===== src/rtl/phy_cfg_pkg.sv =====
// Shared definitions for the PHY bring-up sequencer: FSM encodings, MII register map
// and the masked readback comparison.
package phy_cfg_pkg;

   localparam logic [3:0] ST_IDLE         = 4'd0;
   localparam logic [3:0] ST_ISSUE_WR     = 4'd1;
   localparam logic [3:0] ST_WAIT_WR_ACK  = 4'd2;
   localparam logic [3:0] ST_WAIT_WR_DONE = 4'd3;
   localparam logic [3:0] ST_ISSUE_RD     = 4'd4;
   localparam logic [3:0] ST_WAIT_RD_ACK  = 4'd5;
   localparam logic [3:0] ST_WAIT_RD_DONE = 4'd6;
   localparam logic [3:0] ST_CHECK        = 4'd7;
   localparam logic [3:0] ST_NEXT         = 4'd8;
   localparam logic [3:0] ST_DONE         = 4'd9;
   localparam logic [3:0] ST_FAIL         = 4'd10;

   localparam logic [4:0] MII_BMCR = 5'h00;
   localparam logic [4:0] MII_BMSR = 5'h01;

   localparam int BMCR_RESET      = 15;
   localparam int BMCR_LOOPBACK   = 14;
   localparam int BMCR_SPEED_LSB  = 13;
   localparam int BMCR_ANEG_EN    = 12;
   localparam int BMCR_POWER_DOWN = 11;
   localparam int BMCR_ISOLATE    = 10;
   localparam int BMCR_RESTART_AN = 9;
   localparam int BMCR_DUPLEX     = 8;
   localparam int BMCR_SPEED_MSB  = 6;

   // Autoneg enable + full duplex
   localparam logic [15:0] BMCR_DEFAULT = 16'h1100;

   function automatic logic masked_match(input logic [15:0] got,
                                         input logic [15:0] exp,
                                         input logic [15:0] mask);
      return ((got ^ exp) & mask) == 16'h0000;
   endfunction

endpackage


===== src/rtl/mdio_wait_timer.sv =====
// Per-wait-state watchdog: cleared on load, counts while enabled, flags expiry
// on the TIMEOUT-th cycle spent waiting.
module mdio_wait_timer #(
   parameter int TIMEOUT = 1024
) (
   input  logic clk,
   input  logic rst_n,
   input  logic load,
   input  logic en,
   output logic expired
);
   localparam int CW = $clog2(TIMEOUT + 1);
   localparam logic [CW-1:0] LAST = CW'(TIMEOUT - 1);

   logic [CW-1:0] count_reg;

   always_ff @(posedge clk or negedge rst_n) begin
      if (!rst_n)
         count_reg <= '0;
      else if (load)
         count_reg <= '0;
      else if (en && !expired)
         count_reg <= count_reg + CW'(1);
   end

   assign expired = en && (count_reg == LAST);

endmodule


===== src/rtl/phy_conf_seq.sv =====
// PHY bring-up sequencer: walks a parameter table of MDIO writes over a range of
// PHY addresses, optionally verifying each write by masked readback with retries.
module phy_conf_seq
   import phy_cfg_pkg::*;
#(
   parameter int                   NUM_PHY   = 1,
   parameter logic [4:0]           PHY_BASE  = 5'h0F,
   parameter int                   NUM_WR    = 2,
   parameter logic [NUM_WR*5-1:0]  CFG_REG   = {MII_BMCR, MII_BMCR},
   parameter logic [NUM_WR*16-1:0] CFG_DATA  = {BMCR_DEFAULT, BMCR_DEFAULT},
   parameter logic [NUM_WR*16-1:0] CFG_MASK  = {16'hFFFF, 16'hFFFF},
   parameter bit                   VERIFY    = 1'b1,
   parameter int                   MAX_RETRY = 3,
   parameter int                   TIMEOUT   = 1024
) (
   input  logic        clk,
   input  logic        rst_n,
   input  logic        start_conf,
   input  logic        busy,
   input  logic [15:0] rd_data,
   output logic [4:0]  phy_add_o,
   output logic [4:0]  reg_add,
   output logic [15:0] wr_data,
   output logic        wren,
   output logic        rden,
   output logic        active,
   output logic        done,
   output logic        error,
   output logic [4:0]  err_phy,
   output logic [7:0]  err_idx
);
   localparam int IDX_W = (NUM_WR > 1) ? $clog2(NUM_WR) : 1;
   localparam int PHY_W = (NUM_PHY > 1) ? $clog2(NUM_PHY) : 1;
   localparam int RTY_W = (MAX_RETRY > 0) ? $clog2(MAX_RETRY + 1) : 1;
   localparam int TBL_N = 1 << IDX_W;
   localparam logic [IDX_W-1:0] IDX_LAST = IDX_W'(NUM_WR - 1);
   localparam logic [PHY_W-1:0] PHY_LAST = PHY_W'(NUM_PHY - 1);
   localparam logic [RTY_W-1:0] RTY_MAX  = RTY_W'(MAX_RETRY);

   logic [3:0]       state_reg, state_next;
   logic             start_d_reg;
   logic [PHY_W-1:0] phy_reg;
   logic [IDX_W-1:0] idx_reg;
   logic [RTY_W-1:0] retry_reg;
   logic [15:0]      rd_cap_reg;

   // Table padded to a power of two so the entry index is exactly IDX_W bits wide
   logic [4:0]  tbl_reg  [TBL_N];
   logic [15:0] tbl_data [TBL_N];
   logic [15:0] tbl_mask [TBL_N];

   for (genvar gi = 0; gi < TBL_N; gi++) begin : g_tbl
      if (gi < NUM_WR) begin : g_used
         assign tbl_reg[gi]  = CFG_REG[gi*5 +: 5];
         assign tbl_data[gi] = CFG_DATA[gi*16 +: 16];
         assign tbl_mask[gi] = CFG_MASK[gi*16 +: 16];
      end else begin : g_pad
         assign tbl_reg[gi]  = '0;
         assign tbl_data[gi] = '0;
         assign tbl_mask[gi] = '0;
      end
   end

   logic       start_edge, last_entry, rd_ok, in_wait, tmr_load, tmr_expired;
   logic [4:0] cur_phy;

   assign start_edge = start_conf && !start_d_reg;
   assign last_entry = (idx_reg == IDX_LAST) && (phy_reg == PHY_LAST);
   assign rd_ok      = masked_match(rd_cap_reg, tbl_data[idx_reg], tbl_mask[idx_reg]);
   assign cur_phy    = PHY_BASE + 5'(phy_reg);
   assign in_wait    = (state_reg == ST_WAIT_WR_ACK) || (state_reg == ST_WAIT_WR_DONE) ||
                       (state_reg == ST_WAIT_RD_ACK) || (state_reg == ST_WAIT_RD_DONE);
   assign tmr_load   = (state_next != state_reg);

   mdio_wait_timer #(.TIMEOUT(TIMEOUT)) u_timer (
      .clk     (clk),
      .rst_n   (rst_n),
      .load    (tmr_load),
      .en      (in_wait),
      .expired (tmr_expired)
   );

   always_comb begin
      state_next = state_reg;
      case (state_reg)
         ST_IDLE, ST_DONE, ST_FAIL:
            if (start_edge) state_next = ST_ISSUE_WR;
         ST_ISSUE_WR:
            if (!busy) state_next = ST_WAIT_WR_ACK;
         ST_WAIT_WR_ACK:
            if (busy)             state_next = ST_WAIT_WR_DONE;
            else if (tmr_expired) state_next = ST_FAIL;
         ST_WAIT_WR_DONE:
            if (!busy)            state_next = VERIFY ? ST_ISSUE_RD : ST_NEXT;
            else if (tmr_expired) state_next = ST_FAIL;
         ST_ISSUE_RD:
            state_next = ST_WAIT_RD_ACK;
         ST_WAIT_RD_ACK:
            if (busy)             state_next = ST_WAIT_RD_DONE;
            else if (tmr_expired) state_next = ST_FAIL;
         ST_WAIT_RD_DONE:
            if (!busy)            state_next = ST_CHECK;
            else if (tmr_expired) state_next = ST_FAIL;
         ST_CHECK:
            if (rd_ok)                    state_next = ST_NEXT;
            else if (retry_reg < RTY_MAX) state_next = ST_ISSUE_WR;
            else                          state_next = ST_FAIL;
         ST_NEXT:
            state_next = last_entry ? ST_DONE : ST_ISSUE_WR;
         default:
            state_next = ST_IDLE;
      endcase
   end

   always_ff @(posedge clk or negedge rst_n) begin
      if (!rst_n) begin
         state_reg   <= ST_IDLE;
         start_d_reg <= 1'b0;
         phy_reg     <= '0;
         idx_reg     <= '0;
         retry_reg   <= '0;
         rd_cap_reg  <= '0;
         phy_add_o   <= '0;
         reg_add     <= '0;
         wr_data     <= '0;
         wren        <= 1'b0;
         rden        <= 1'b0;
         active      <= 1'b0;
         done        <= 1'b0;
         error       <= 1'b0;
         err_phy     <= '0;
         err_idx     <= '0;
      end else begin
         state_reg   <= state_next;
         start_d_reg <= start_conf;
         wren        <= 1'b0;
         rden        <= 1'b0;
         case (state_reg)
            ST_IDLE, ST_DONE, ST_FAIL:
               if (start_edge) begin
                  phy_reg   <= '0;
                  idx_reg   <= '0;
                  retry_reg <= '0;
                  done      <= 1'b0;
                  error     <= 1'b0;
                  active    <= 1'b1;
               end
            ST_ISSUE_WR:
               if (!busy) begin
                  wren      <= 1'b1;
                  phy_add_o <= cur_phy;
                  reg_add   <= tbl_reg[idx_reg];
                  wr_data   <= tbl_data[idx_reg];
               end
            // Readback reuses the address/register still held from the write
            ST_ISSUE_RD:
               rden <= 1'b1;
            ST_WAIT_RD_DONE:
               if (!busy) rd_cap_reg <= rd_data;
            ST_CHECK:
               if (!rd_ok && (retry_reg < RTY_MAX)) retry_reg <= retry_reg + RTY_W'(1);
            ST_NEXT: begin
               retry_reg <= '0;
               if (last_entry) begin
                  done   <= 1'b1;
                  active <= 1'b0;
               end else if (idx_reg == IDX_LAST) begin
                  idx_reg <= '0;
                  phy_reg <= phy_reg + PHY_W'(1);
               end else begin
                  idx_reg <= idx_reg + IDX_W'(1);
               end
            end
            default: ;
         endcase
         if ((state_next == ST_FAIL) && (state_reg != ST_FAIL)) begin
            error   <= 1'b1;
            active  <= 1'b0;
            err_phy <= cur_phy;
            err_idx <= 8'(idx_reg);
         end
      end
   end

endmodule


===== config.mk =====
export PLATFORM = sky130hd
export DESIGN_NAME = phy_conf_seq
export DESIGN_NICKNAME = d
export VERILOG_FILES = /design/src/rtl/phy_cfg_pkg.sv /design/src/rtl/mdio_wait_timer.sv /design/src/rtl/phy_conf_seq.sv
export SDC_FILE = /design/constraint.sdc
export NUM_CORES = 1
export LEC_CHECK = 0
export BUFFER_PORTS_ARGS = -buffer_cell sky130_fd_sc_hd__buf_2
export CORE_UTILIZATION = 45
export DETAILED_ROUTE_END_ITERATION = 12
export PLACE_DENSITY = 0.69
export SLEW_MARGIN = 20
export SYNTH_ARGS = -nofsm -noshare
export SYNTH_HDL_FRONTEND = slang
export SYNTH_SLANG_ARGS = --single-unit

===== constraint.sdc =====
create_clock -name clk -period 2.2 [get_ports clk]
set_clock_uncertainty 0.1 [all_clocks]
set_input_delay 0.11 -clock clk [delete_from_list [all_inputs] [get_ports clk]]
set_output_delay 0.11 -clock clk [all_outputs]
set_load 0.1 [all_outputs]

==> impl_metrics.csv <==
group,metric,value,unit
outcome,outcome,"completed",
grt,gr-usage-all-layers,19.03,%
critical_path,cp-end-kind,"flip-flop",
grt,grt_pass1_vias,1913,
sta,slew_violations,0,
critical_path,cpPeakStageDelay,0.41,ns
synth,yosysSeqAreaShare,43.36,%
place,placed_area,0.002944,mm2
place,portBuffers,37,
clocking,root_buffer,"clkbuf_8",
synth,synth_most_common_cell,"dfrtp_1",
finish,nets,370,
sta,max_freq,479.9,MHz
power,p_leak,0.001561,uW
finish,stdcell_area,0.003307,mm2
clocking,clk_latency,0.30,ns
synth,synth_fa_ha_area_share,0.9225,%
clocking,cts_tree,"done",
synth,synth_top_family_by_area,"simple AND/OR/NAND/NOR gates",
synth,synth_flop_cell,"dfrtp_1",
synth,yosys.area.top_type,"dfrtp_1",
critical_path,cp_max_fo,5,
clocking,cts_buffers,5,
synth,synth_top_area_share,43.36,%
place,dp.cells,391,
synth,synthXorXnorAreaFrac,3.229,%
synth,ys_types,55,
critical_path,crit_required,2.28,ns
synth,ys_ff_latch,47,
synth,yosysWarnings,0,
sta,hold_violations,0,
worst_hold_path,hold_path.class,"in2async",
synth,synthCells,280,
critical_path,cp.arrival,2.17,ns
synth,synth_area,0.002713,mm2
route,routedWlPerCell,13.33,um
power,pwr_density_cell,1094,mW/mm2
critical_path,path_cells,"nand4_1, nor4b_4, buf_4, nand2_1, o211ai_2, nand2_2, mux2_2",
route,ant_nets,0,
sta,fin_crit_sh,94.71,%
synth,netlist_top_cells_count,"dfrtp_1, buf_4, nor2_1",
synth,synth_edf_count,0,
synth,synth.mux.area_fraction,8.994,%
die,die_height,79.64,um
route,drt_iter0_drc,144,
clocking,clk_pin_slew,0.09,ns
critical_path,path_class,"reg2reg",
sta,period_needed,2.084,ns
finish,largest_reg_flops,16,
clocking,cts_max_level,2,
route,via_per_inst,4.981,
grt,grt_pass1_wl,9142,um
place,gp_congestion,0.8511,
die,start_util,48.08,%
sta,holdWs,0.1403,ns
power,peakVddDrop,0.0007354,V
sta,setup_violations,0,
place,dp.final_hpwl,3746,um
critical_path,cp-start-kind,"flip-flop",
synth,synth_compound_area_share,11.39,%
clocking,cts.sinks,47,
synth,synthSimpleGateAreaFrac,18.73,%
grt,grt_max_degree,33,
synth,ys_top_cells_by_area,"dfrtp_1, buf_4, mux2_2",
die,coreArea,0.005642,mm2
finish,final_cell_count_no_fill,420,
power,power.total,3617,uW
route,first_pass_iters,6,
route,drt-total-wl,5599,um
die,die_area,0.006343,mm2
flow_run,cap_viol_max_count,0,
finish,drive_above_1_share,31.32,%
clocking,cts_buffer_depth,2,
grt,antenna_found_initial,0,
route,via_count,2092,
die,row_count,27,
die,die_w,79.64,um
finish,diodes,0,
grt,grt_overflow_total,0,
synth,syn_avg_cell_area,9.688,um2
critical_path,critical-path-slowest-cell,"dfrtp_2",
route,drcViolationCount,0,
finish,areaGrowthSynthToFinish,21.91,%
synth,async_flop_share,100.0,%
die,ios,64,
## worst max-delay path, delay by kind of cell (launching register included)
family          cells  cell delay, ns
compound gates      1            0.22
simple gates        4            0.79
flops               1            0.41
buf+inv             1            0.16
mux                 1            0.28
## cells in the final DEF (no fill, tap or decap), types with 2 or more instances in the layout
master	instances
dfrtp_1	43
o21bai_1	2
a21oi_1	9
nand4bb_1	2
buf_2	37
nand4_1	4
dlygate4sd3_1	18
mux2i_1	3
o21a_1	4
buf_4	28
nor4_1	2
nor2_1	24
nor2b_1	3
nand2b_1	6
dfrtp_2	4
nand3_1	5
conb_1	26
or3_1	3
mux2_2	19
ha_1	2
a21boi_0	2
clkbuf_8	5
o211ai_1	2
xor2_1	2
o21ai_0	9
nand2_1	24
o22ai_1	4
inv_1	11
o21ai_1	2
nor4b_2	2
xnor2_1	8
nor3b_1	2
## worst paths after layout
check                                     startpoint  depth (start not counted)  slack, ns              endpoint
max in group asynchronous                      rst_n                          3       1.08          state_reg[2]
worst max-delay path            u_timer.count_reg[6]                          7       0.12            err_phy[4]
worst max register to register  u_timer.count_reg[6]                          7       0.12            err_phy[4]
worst min-delay path                           rst_n                          2       0.14  u_timer.count_reg[0]
worst min register to register            wr_data[8]                          1       0.38            wr_data[8]
min in group clk                                busy                          4       0.26                  wren
## power breakdown
part	total, uW	internal (uW)	leakage (uW)	switching, uW
clock	612	333	0.0000513	279
combinational	1710	633	0.000915	1080
sequential	1290	1090	0.000595	198
## stage by stage
stage,TNS [ns],setup slack (ns),util (%)
detailed placement,-0.08823,-0.04704,52.18
global placement,0,0.04127,52.18
finish,0,0.1164,58.62
CTS,0,0.006922,57.42
floorplan,0,0.2055,-
global route,-0.03423,-0.01897,58.62
## layer usage
metal | track usage (%) | wire length [um] | vias to the layer above
met5 | 0 | 0 | -
met3 | 3.543 | 210 | 7
met1 | 25.15 | 2582 | 983
met2 | 30.68 | 2710 | 62
met4 | 7.455 | 96 | 0
li1 | - | - | 1040
## cell families (layout without fill, tap and decap cells)
| group | after synthesis | count (layout) |
|---|---|---|
| buf+inv | 58 | 101 |
| fa+ha+maj | 2 | 2 |
| other cells | 1 | 26 |
| simple gates | 93 | 93 |
| flops | 47 | 47 |
| compound gates | 47 | 47 |
| mux | 22 | 22 |
| xor+xnor | 10 | 10 |
## final cells by class
type / count / area [um2]
fillers: 474 / 2335
multi-input cells: 200 / 1316
flip-flops and latches: 47 / 1181
repair buffers: 83 / 575.6
well taps: 72 / 90.09
clock buffers: 6 / 72.57
inverters: 11 / 41.29
clock inverters: 1 / 30.03
## what timing repair did
| action | CTS | global route |
|---|---|---|
| gates resized for setup | 2 | 12 |
| buffers inserted | 0 | 4 |
| endpoints found under the setup margin | 3 | 16 |
| pin swaps | 0 | 3 |
| hold buffers | 18 | 0 |
| endpoints found under the hold margin | 32 | 0 |
(Power assumes the default switching activity.)
